## src/rtl/fetch_stage_if.sv

```systemverilog
// Fetch-stage bus bundle: imem request/response, ctrl redirect, and the decode handshake.
interface fetch_stage_if #(
    parameter int unsigned XLEN = 32
);
    logic            imem_req_valid;
    logic            imem_req_ready;
    logic [XLEN-1:0] imem_req_addr;
    logic            imem_rsp_valid;
    logic [31:0]     imem_rsp_data;
    logic            redirect;
    logic [XLEN-1:0] redirect_target;
    logic            dec_valid;
    logic            dec_ready;
    logic [31:0]     dec_instr;
    logic [XLEN-1:0] dec_pc;
    logic [6:0]      op;
    logic [2:0]      funct3;
    logic            funct7;

    modport master (
        output imem_req_valid, imem_req_addr,
        input  imem_req_ready, imem_rsp_valid, imem_rsp_data,
        input  redirect, redirect_target,
        output dec_valid, dec_instr, dec_pc, op, funct3, funct7,
        input  dec_ready
    );

    modport slave (
        input  imem_req_valid, imem_req_addr,
        output imem_req_ready, imem_rsp_valid, imem_rsp_data,
        output redirect, redirect_target,
        input  dec_valid, dec_instr, dec_pc, op, funct3, funct7,
        output dec_ready
    );
endinterface

```

## src/rtl/fetch_stage.sv

```systemverilog
// Instruction fetch: credit-limited imem requests, response FIFO toward decode, redirect squash.
// Optional FETCH_MISALIGN_TRAP_EN: misaligned redirect halts fetch and raises misalign_trap.
module fetch_stage #(
    parameter int unsigned     XLEN     = 32,
    parameter logic [XLEN-1:0] RESET_PC = 32'h0000_0000,
    parameter int unsigned     DEPTH    = 2
) (
    input  logic          clk,
    input  logic          rst_n,
    fetch_stage_if.master bus
`ifdef FETCH_MISALIGN_TRAP_EN
    ,
    output logic          misalign_trap
`endif
);
    localparam int unsigned PTR_W = $clog2(DEPTH);
    localparam int unsigned CNT_W = $clog2(DEPTH + 1);

    typedef enum logic [1:0] {
        IDLE  = 2'd0,
        FETCH = 2'd1,
        HALT  = 2'd2
    } state_t;

    state_t           state;
    logic [XLEN-1:0]  pc;
    logic [31:0]      fifo_instr [DEPTH];
    logic [XLEN-1:0]  fifo_pc    [DEPTH];
    logic [XLEN-1:0]  pcq        [DEPTH];
    logic [PTR_W-1:0] fifo_rd;
    logic [PTR_W-1:0] fifo_wr;
    logic [PTR_W-1:0] pcq_rd;
    logic [PTR_W-1:0] pcq_wr;
    logic [CNT_W-1:0] fifo_count;
    logic [CNT_W-1:0] outstanding;
    logic [CNT_W-1:0] drop_cnt;

    logic             target_misaligned;
    logic [XLEN-1:0]  target_aligned;
    logic             has_credit;
    logic             req_fire;
    logic             rsp_keep;
    logic             dec_fire;

`ifdef FETCH_MISALIGN_TRAP_EN
    assign target_misaligned = |bus.redirect_target[1:0];
`else
    logic unused_target_lsb;
    assign unused_target_lsb = ^bus.redirect_target[1:0];
    assign target_misaligned = 1'b0;
`endif

    assign target_aligned = {bus.redirect_target[XLEN-1:2], 2'b00};

    // Buffered plus in-flight words never exceed the FIFO size, so a push always fits.
    assign has_credit = ({1'b0, fifo_count} + {1'b0, outstanding}) < (CNT_W + 1)'(DEPTH);

    assign bus.imem_req_valid = (state == FETCH) && has_credit && !bus.redirect;
    assign bus.imem_req_addr  = pc;
    assign req_fire           = bus.imem_req_valid && bus.imem_req_ready;
    assign rsp_keep           = bus.imem_rsp_valid && (drop_cnt == '0) && !bus.redirect;

    assign bus.dec_valid = (fifo_count != '0);
    assign dec_fire      = bus.dec_valid && bus.dec_ready;
    assign bus.dec_instr = fifo_instr[fifo_rd];
    assign bus.dec_pc    = fifo_pc[fifo_rd];
    assign bus.op        = fifo_instr[fifo_rd][6:0];
    assign bus.funct3    = fifo_instr[fifo_rd][14:12];
    assign bus.funct7    = fifo_instr[fifo_rd][30];

    // Control state: FSM, PC, credit counters and queue pointers.
    always_ff @(posedge clk or negedge rst_n) begin
        if (!rst_n) begin
            state       <= IDLE;
            pc          <= RESET_PC;
            outstanding <= '0;
            drop_cnt    <= '0;
            pcq_rd      <= '0;
            pcq_wr      <= '0;
            fifo_rd     <= '0;
            fifo_wr     <= '0;
            fifo_count  <= '0;
        end else begin
            if (bus.redirect) begin
                state <= target_misaligned ? HALT : FETCH;
            end else if (state == IDLE) begin
                state <= FETCH;
            end

            if (bus.redirect) begin
                pc <= target_aligned;
            end else if (req_fire) begin
                pc <= pc + XLEN'(4);
            end

            outstanding <= outstanding + CNT_W'(req_fire) - CNT_W'(bus.imem_rsp_valid);
            if (req_fire) begin
                pcq_wr <= pcq_wr + PTR_W'(1);
            end
            if (bus.imem_rsp_valid) begin
                pcq_rd <= pcq_rd + PTR_W'(1);
            end

            // Everything still in flight after this cycle belongs to the squashed path.
            if (bus.redirect) begin
                drop_cnt <= outstanding - CNT_W'(bus.imem_rsp_valid);
            end else if (bus.imem_rsp_valid && (drop_cnt != '0)) begin
                drop_cnt <= drop_cnt - CNT_W'(1);
            end

            if (bus.redirect) begin
                fifo_rd    <= fifo_wr;
                fifo_count <= '0;
            end else begin
                if (rsp_keep) begin
                    fifo_wr <= fifo_wr + PTR_W'(1);
                end
                if (dec_fire) begin
                    fifo_rd <= fifo_rd + PTR_W'(1);
                end
                fifo_count <= fifo_count + CNT_W'(rsp_keep) - CNT_W'(dec_fire);
            end
        end
    end

    // Storage: request-PC queue and instruction FIFO.
    always_ff @(posedge clk or negedge rst_n) begin
        if (!rst_n) begin
            for (int i = 0; i < DEPTH; i++) begin
                fifo_instr[i] <= '0;
                fifo_pc[i]    <= '0;
                pcq[i]        <= '0;
            end
        end else begin
            if (req_fire) begin
                pcq[pcq_wr] <= pc;
            end
            if (rsp_keep) begin
                fifo_instr[fifo_wr] <= bus.imem_rsp_data;
                fifo_pc[fifo_wr]    <= pcq[pcq_rd];
            end
        end
    end

`ifdef FETCH_MISALIGN_TRAP_EN
    always_ff @(posedge clk or negedge rst_n) begin
        if (!rst_n) begin
            misalign_trap <= 1'b0;
        end else if (bus.redirect) begin
            misalign_trap <= target_misaligned;
        end
    end
`endif

    a_no_overflow: assert property (@(posedge clk) disable iff (!rst_n)
        !(rsp_keep && (fifo_count == CNT_W'(DEPTH))));
    a_rsp_expected: assert property (@(posedge clk) disable iff (!rst_n)
        !(bus.imem_rsp_valid && (outstanding == '0)));

endmodule

```

## src/flat_wrapper.sv

```systemverilog
// flat-port wrapper written by rule: the top's interface ports become plain ports
module fetch_stage_flat 
#(
    parameter int unsigned     XLEN     = 32,
    parameter logic [XLEN-1:0] RESET_PC = 32'h0000_0000,
    parameter int unsigned     DEPTH    = 2
)
  (clk, rst_n, bus_imem_req_valid, bus_imem_req_addr, bus_imem_req_ready, bus_imem_rsp_valid, bus_imem_rsp_data, bus_redirect, bus_redirect_target, bus_dec_valid, bus_dec_instr, bus_dec_pc, bus_op, bus_funct3, bus_funct7, bus_dec_ready);
  fetch_stage_if #(.XLEN(XLEN)) bus_i ();
  input  logic clk;
  input  logic rst_n;
  output wire logic [$bits(bus_i.imem_req_valid)-1:0] bus_imem_req_valid;
  output wire logic [$bits(bus_i.imem_req_addr)-1:0] bus_imem_req_addr;
  input wire logic [$bits(bus_i.imem_req_ready)-1:0] bus_imem_req_ready;
  input wire logic [$bits(bus_i.imem_rsp_valid)-1:0] bus_imem_rsp_valid;
  input wire logic [$bits(bus_i.imem_rsp_data)-1:0] bus_imem_rsp_data;
  input wire logic [$bits(bus_i.redirect)-1:0] bus_redirect;
  input wire logic [$bits(bus_i.redirect_target)-1:0] bus_redirect_target;
  output wire logic [$bits(bus_i.dec_valid)-1:0] bus_dec_valid;
  output wire logic [$bits(bus_i.dec_instr)-1:0] bus_dec_instr;
  output wire logic [$bits(bus_i.dec_pc)-1:0] bus_dec_pc;
  output wire logic [$bits(bus_i.op)-1:0] bus_op;
  output wire logic [$bits(bus_i.funct3)-1:0] bus_funct3;
  output wire logic [$bits(bus_i.funct7)-1:0] bus_funct7;
  input wire logic [$bits(bus_i.dec_ready)-1:0] bus_dec_ready;
  assign bus_imem_req_valid = bus_i.imem_req_valid;
  assign bus_imem_req_addr = bus_i.imem_req_addr;
  assign bus_i.imem_req_ready = bus_imem_req_ready;
  assign bus_i.imem_rsp_valid = bus_imem_rsp_valid;
  assign bus_i.imem_rsp_data = bus_imem_rsp_data;
  assign bus_i.redirect = bus_redirect;
  assign bus_i.redirect_target = bus_redirect_target;
  assign bus_dec_valid = bus_i.dec_valid;
  assign bus_dec_instr = bus_i.dec_instr;
  assign bus_dec_pc = bus_i.dec_pc;
  assign bus_op = bus_i.op;
  assign bus_funct3 = bus_i.funct3;
  assign bus_funct7 = bus_i.funct7;
  assign bus_i.dec_ready = bus_dec_ready;
  fetch_stage #(.XLEN(XLEN), .RESET_PC(RESET_PC), .DEPTH(DEPTH)) u_core (.clk(clk), .rst_n(rst_n), .bus(bus_i));
endmodule
```

## config.mk

```make
export PLATFORM = sky130hd
export DESIGN_NAME = fetch_stage_flat
export DESIGN_NICKNAME = d
export VERILOG_FILES = /design/src/rtl/fetch_stage_if.sv /design/src/rtl/fetch_stage.sv /design/src/flat_wrapper.sv
export SDC_FILE = /design/constraint.sdc
export NUM_CORES = 1
export LEC_CHECK = 0
export CAP_MARGIN = 20
export CORE_ASPECT_RATIO = 1.4
export CORE_UTILIZATION = 53
export CTS_CLUSTER_DIAMETER = 30
export CTS_CLUSTER_SIZE = 10
export DETAILED_ROUTE_END_ITERATION = 8
export PLACE_DENSITY = 0.91
export SLEW_MARGIN = 5
export SYNTH_ARGS = -nofsm -noshare
export SYNTH_HDL_FRONTEND = slang
export SYNTH_SLANG_ARGS = --single-unit
```

## constraint.sdc

```tcl
create_clock -name clk -period 2.8 [get_ports clk]
set_clock_uncertainty 0.05 [all_clocks]
set_input_delay 0.56 -clock clk [delete_from_list [all_inputs] [get_ports clk]]
set_output_delay 0.56 -clock clk [all_outputs]
set_load 0.05 [all_outputs]
```

==> results.sh <==
export IMPL_initial_utilization_pct=54.5
export IMPL_r2r_setup_slack_ps=180
export IMPL_synth_cell_area_mm2=0.0102
export IMPL_layout_worst_path_cycle_share_pct=96.6
export IMPL_max_clock_freq_ghz=0.370
export IMPL_grt_first_pass_wirelength_mm=41.2
export IMPL_critPathKind="reg2out"
export IMPL_cts_tree="done"
export IMPL_cts_inserted_buffers=34
export IMPL_syn_mean_instance_area_um2=12.0
export IMPL_num_nets_final=1090
export IMPL_transition_time_at_the_pin_with_the_least_slew_margin_ps=729
export IMPL_post_layout_total_power_uw=18000
export IMPL_fin_util_pct=71.0
export IMPL_slew_viol_final=0
export IMPL_antenna_found_initial=0
export IMPL_power_leakage_uw=0.00596
export IMPL_rsz0062_at_grt="no"
export IMPL_vias=7444
export IMPL_final_cell_area_mm2=0.0133
export IMPL_crit_path_top_delay_cell="sky130_fd_sc_hd__fa_2"
export IMPL_postSynth_topFlopCell="sky130_fd_sc_hd__dfrtp_1"
export IMPL_cts_max_path_buffers=3
export IMPL_cp_arrival_ps=2090
export IMPL_critPathLaunchType="flop"
export IMPL_commonest_non_fill_non_tap_cells_in_the_layout="sky130_fd_sc_hd__dfrtp_1, sky130_fd_sc_hd__mux2_2, sky130_fd_sc_hd__clkdlybuf4s50_1, sky130_fd_sc_hd__nand2_1, sky130_fd_sc_hd__buf_4"
export IMPL_design_portCount=179
export IMPL_routed_wirelength_mm=25.3
export IMPL_yosysUniqueCellTypes=42
export IMPL_share_of_post_route_cells_with_drive_strength_above_1_pct=31.6
export IMPL_pwr_density_cell_mw_per_mm2=1350
export IMPL_design_die_area_mm2=0.0198
export IMPL_globalplace_congestion=0.835
export IMPL_worst_rel_slew_slack_pct=51.4
export IMPL_synth_seq_area_share_pct=55.3
export IMPL_post_drt_via_cell_ratio=5.82
export IMPL_width_of_the_chip_um=119
export IMPL_wl_per_cell_um=19.8
export IMPL_fin_cells=1280
export IMPL_dp_cells=1221
export IMPL_port_buffers=172
export IMPL_flow_area_growth_from_synthesis_pct=30.4
export IMPL_grt_max_degree=61
export IMPL_post_synth_edffs=0
export IMPL_antenna_diode_count=0
export IMPL_hold_path_class="reg2reg"
export IMPL_placed_area_mm2=0.0121
export IMPL_final_hold_violation_count=0
export IMPL_mostFrequentLayoutCell="sky130_fd_sc_hd__dfrtp_1"
export IMPL_gr_usage_all_layers_pct=26.3
export IMPL_drcViolationCount=0
export IMPL_maximum_ir_drop_on_the_vdd_rail_mv=0.669
export IMPL_synth_async_reset_ratio_pct=100
export IMPL_synth_warnings=0
export IMPL_endpoint_kind="primary output"
export IMPL_grt_overflow=0
export IMPL_drt_pre_antenna_iters=5
export IMPL_final_period_minus_worst_setup_slack_ps=2700
export IMPL_setup_viol=0
export IMPL_critical_path_max_fanout=3
export IMPL_first_iter_violations=373
export IMPL_critical_path_cell_chain="inv_2 > nor2_2 > fa_2 > nor4b_4 > buf_4 > buf_12"
export IMPL_final_setup_worst_slack_ps=96.1
export IMPL_clock_latency_ps=490
export IMPL_tritoncts_num_sinks=225
export IMPL_dp_hpwl_mm=16.0
export IMPL_synth_ff_latch_count=225
export IMPL_dieHeight_um=166
export IMPL_floorplan_core_area_mm2=0.0187
export IMPL_timing_max_cap_violations=0
export IMPL_pre_cts_ws_ps=153
export IMPL_cp_data_required_time_ps=2190
export IMPL_critical_path_max_stage_delay_ps=510
export IMPL_cts_setup_buffers=0
export IMPL_detail_route_antenna_nets=0
export IMPL_synthesis_instances=845
export IMPL_nFillCells=1255
export IMPL_clockRootBuffer="sky130_fd_sc_hd__clkbuf_16"
export IMPL_outcome="complete, no violations"
export IMPL_clkSlewWorstSetupHoldPaths_ps=50
export IMPL_grt_pass1_vias=7989
export IMPL_fp_row_count=59
export IMPL_cts_htree_levels=2
==> cell usage after synthesis, types with 2 or more instances <==
master,n,area share (%)
sky130_fd_sc_hd__a21oi_1,31,1.5
sky130_fd_sc_hd__a31oi_1,13,0.80
sky130_fd_sc_hd__and2_1,2,0.12
sky130_fd_sc_hd__and3_1,3,0.18
sky130_fd_sc_hd__and4_1,3,0.26
sky130_fd_sc_hd__buf_1,12,0.44
sky130_fd_sc_hd__buf_2,2,0.098
sky130_fd_sc_hd__buf_4,15,1.1
sky130_fd_sc_hd__clkbuf_1,38,1.4
sky130_fd_sc_hd__conb_1,2,0.074
sky130_fd_sc_hd__dfrtp_1,225,55
sky130_fd_sc_hd__ha_1,6,0.74
sky130_fd_sc_hd__inv_1,11,0.41
sky130_fd_sc_hd__mux2_1,2,0.22
sky130_fd_sc_hd__mux2_2,181,20
sky130_fd_sc_hd__mux2i_1,31,3.0
sky130_fd_sc_hd__nand2_1,67,2.5
sky130_fd_sc_hd__nand3_1,21,1.0
sky130_fd_sc_hd__nand4_1,8,0.49
sky130_fd_sc_hd__nor2_1,49,1.8
sky130_fd_sc_hd__nor3_1,2,0.098
sky130_fd_sc_hd__o211ai_1,7,0.52
sky130_fd_sc_hd__o21ai_0,45,2.2
sky130_fd_sc_hd__o311ai_0,2,0.17
sky130_fd_sc_hd__o31ai_1,12,0.89
sky130_fd_sc_hd__or2_2,3,0.18
sky130_fd_sc_hd__or4_1,23,1.7
sky130_fd_sc_hd__xnor2_1,11,0.95
sky130_fd_sc_hd__xor2_1,5,0.43
==> layout make-up <==
class	instances	area (µm²)	share of cell area, %
tap	244	305	2.30
clock buffer	47	1010	7.62
sequential	225	5630	42.4
clock inverter	12	171	1.29
timing repair buffer	197	1870	14.1
inverter	12	45.0	0.339
multi-input combinational	543	4230	31.9
==> stage by stage <==
stage,hold WS (ps),TNS [ps]
6_report,427,0
5_1_grt,458,0
4_1_cts,429,0
3_5_place_dp,416,0
3_3_place_gp,405,0
2_1_floorplan,214,-1320
==> sequential cells by signal, summed over array words and instances (netlist names) <==
register and cells:
u_core.drop_cnt 2, u_core.fifo_count 2, u_core.fifo_instr 64, u_core.pcq_rd 1
u_core.pcq 60, u_core.fifo_pc 60, u_core.outstanding 2, u_core.state 1
u_core.bus.imem_req_addr 30, u_core.pcq_wr 1, u_core.fifo_wr 1, u_core.fifo_rd 1
==> timing repair <==
action                                 4_1_cts  5_1_grt
setup endpoints to repair                   23        9
gates resized for setup                     23        1
hold buffers                                 1        0
endpoints found under the hold margin       43        0
pin swaps                                    0        2
==> worst paths after layout <==
check                                     start                      endpoint  cells after the start
hold / removal                u_core.fifo_pc[4]             u_core.fifo_pc[4]                      2
min in group asynchronous                 rst_n   u_core.bus.imem_req_addr[5]                      2
setup / recovery           u_core.fifo_count[0]            bus_imem_req_valid                      6
max in group asynchronous                 rst_n                u_core.fifo_rd                      3
hold reg to reg               u_core.fifo_pc[4]             u_core.fifo_pc[4]                      2
setup reg to reg           u_core.fifo_count[0]  u_core.bus.imem_req_addr[14]                      8
==> report_power, final <==
group,switching (µW),internal [µW]
combinational,5090,3070
clock,1440,2880
sequential,873,4620
total,7400,10600
==> worst max-delay path: cells and delay by family, from the launching register on <==
family / cells / cell delay, ps
and+or+nand+nor: 2 / 310
DFF: 1 / 400
buffers and inverters: 3 / 390
adders and majority gates: 1 / 510
==> per-layer routing <==
layer  vias to the layer above  track usage, %  share of wire [%]
met5                         -               0                  0
met4                         0            15.1                5.2
met3                        92            4.16                5.3
met2                       320            45.8                 51
met1                      3700            30.4                 38
li1                       3332               -                  -
==> cells by family after synthesis <==
family / count (synthesis) / share of synthesized area (%)
DFF: 225 / 55.3
other: 2 / 0.0738
adders and majority gates: 7 / 0.935
and+or+nand+nor: 190 / 9.19
xor gates and xnor gates: 16 / 1.38
buffers and inverters: 80 / 3.60
AOI/OAI and AO/OA: 111 / 6.19
muxes: 214 / 23.3
Note: power is estimated with default switching activity, not from simulation.
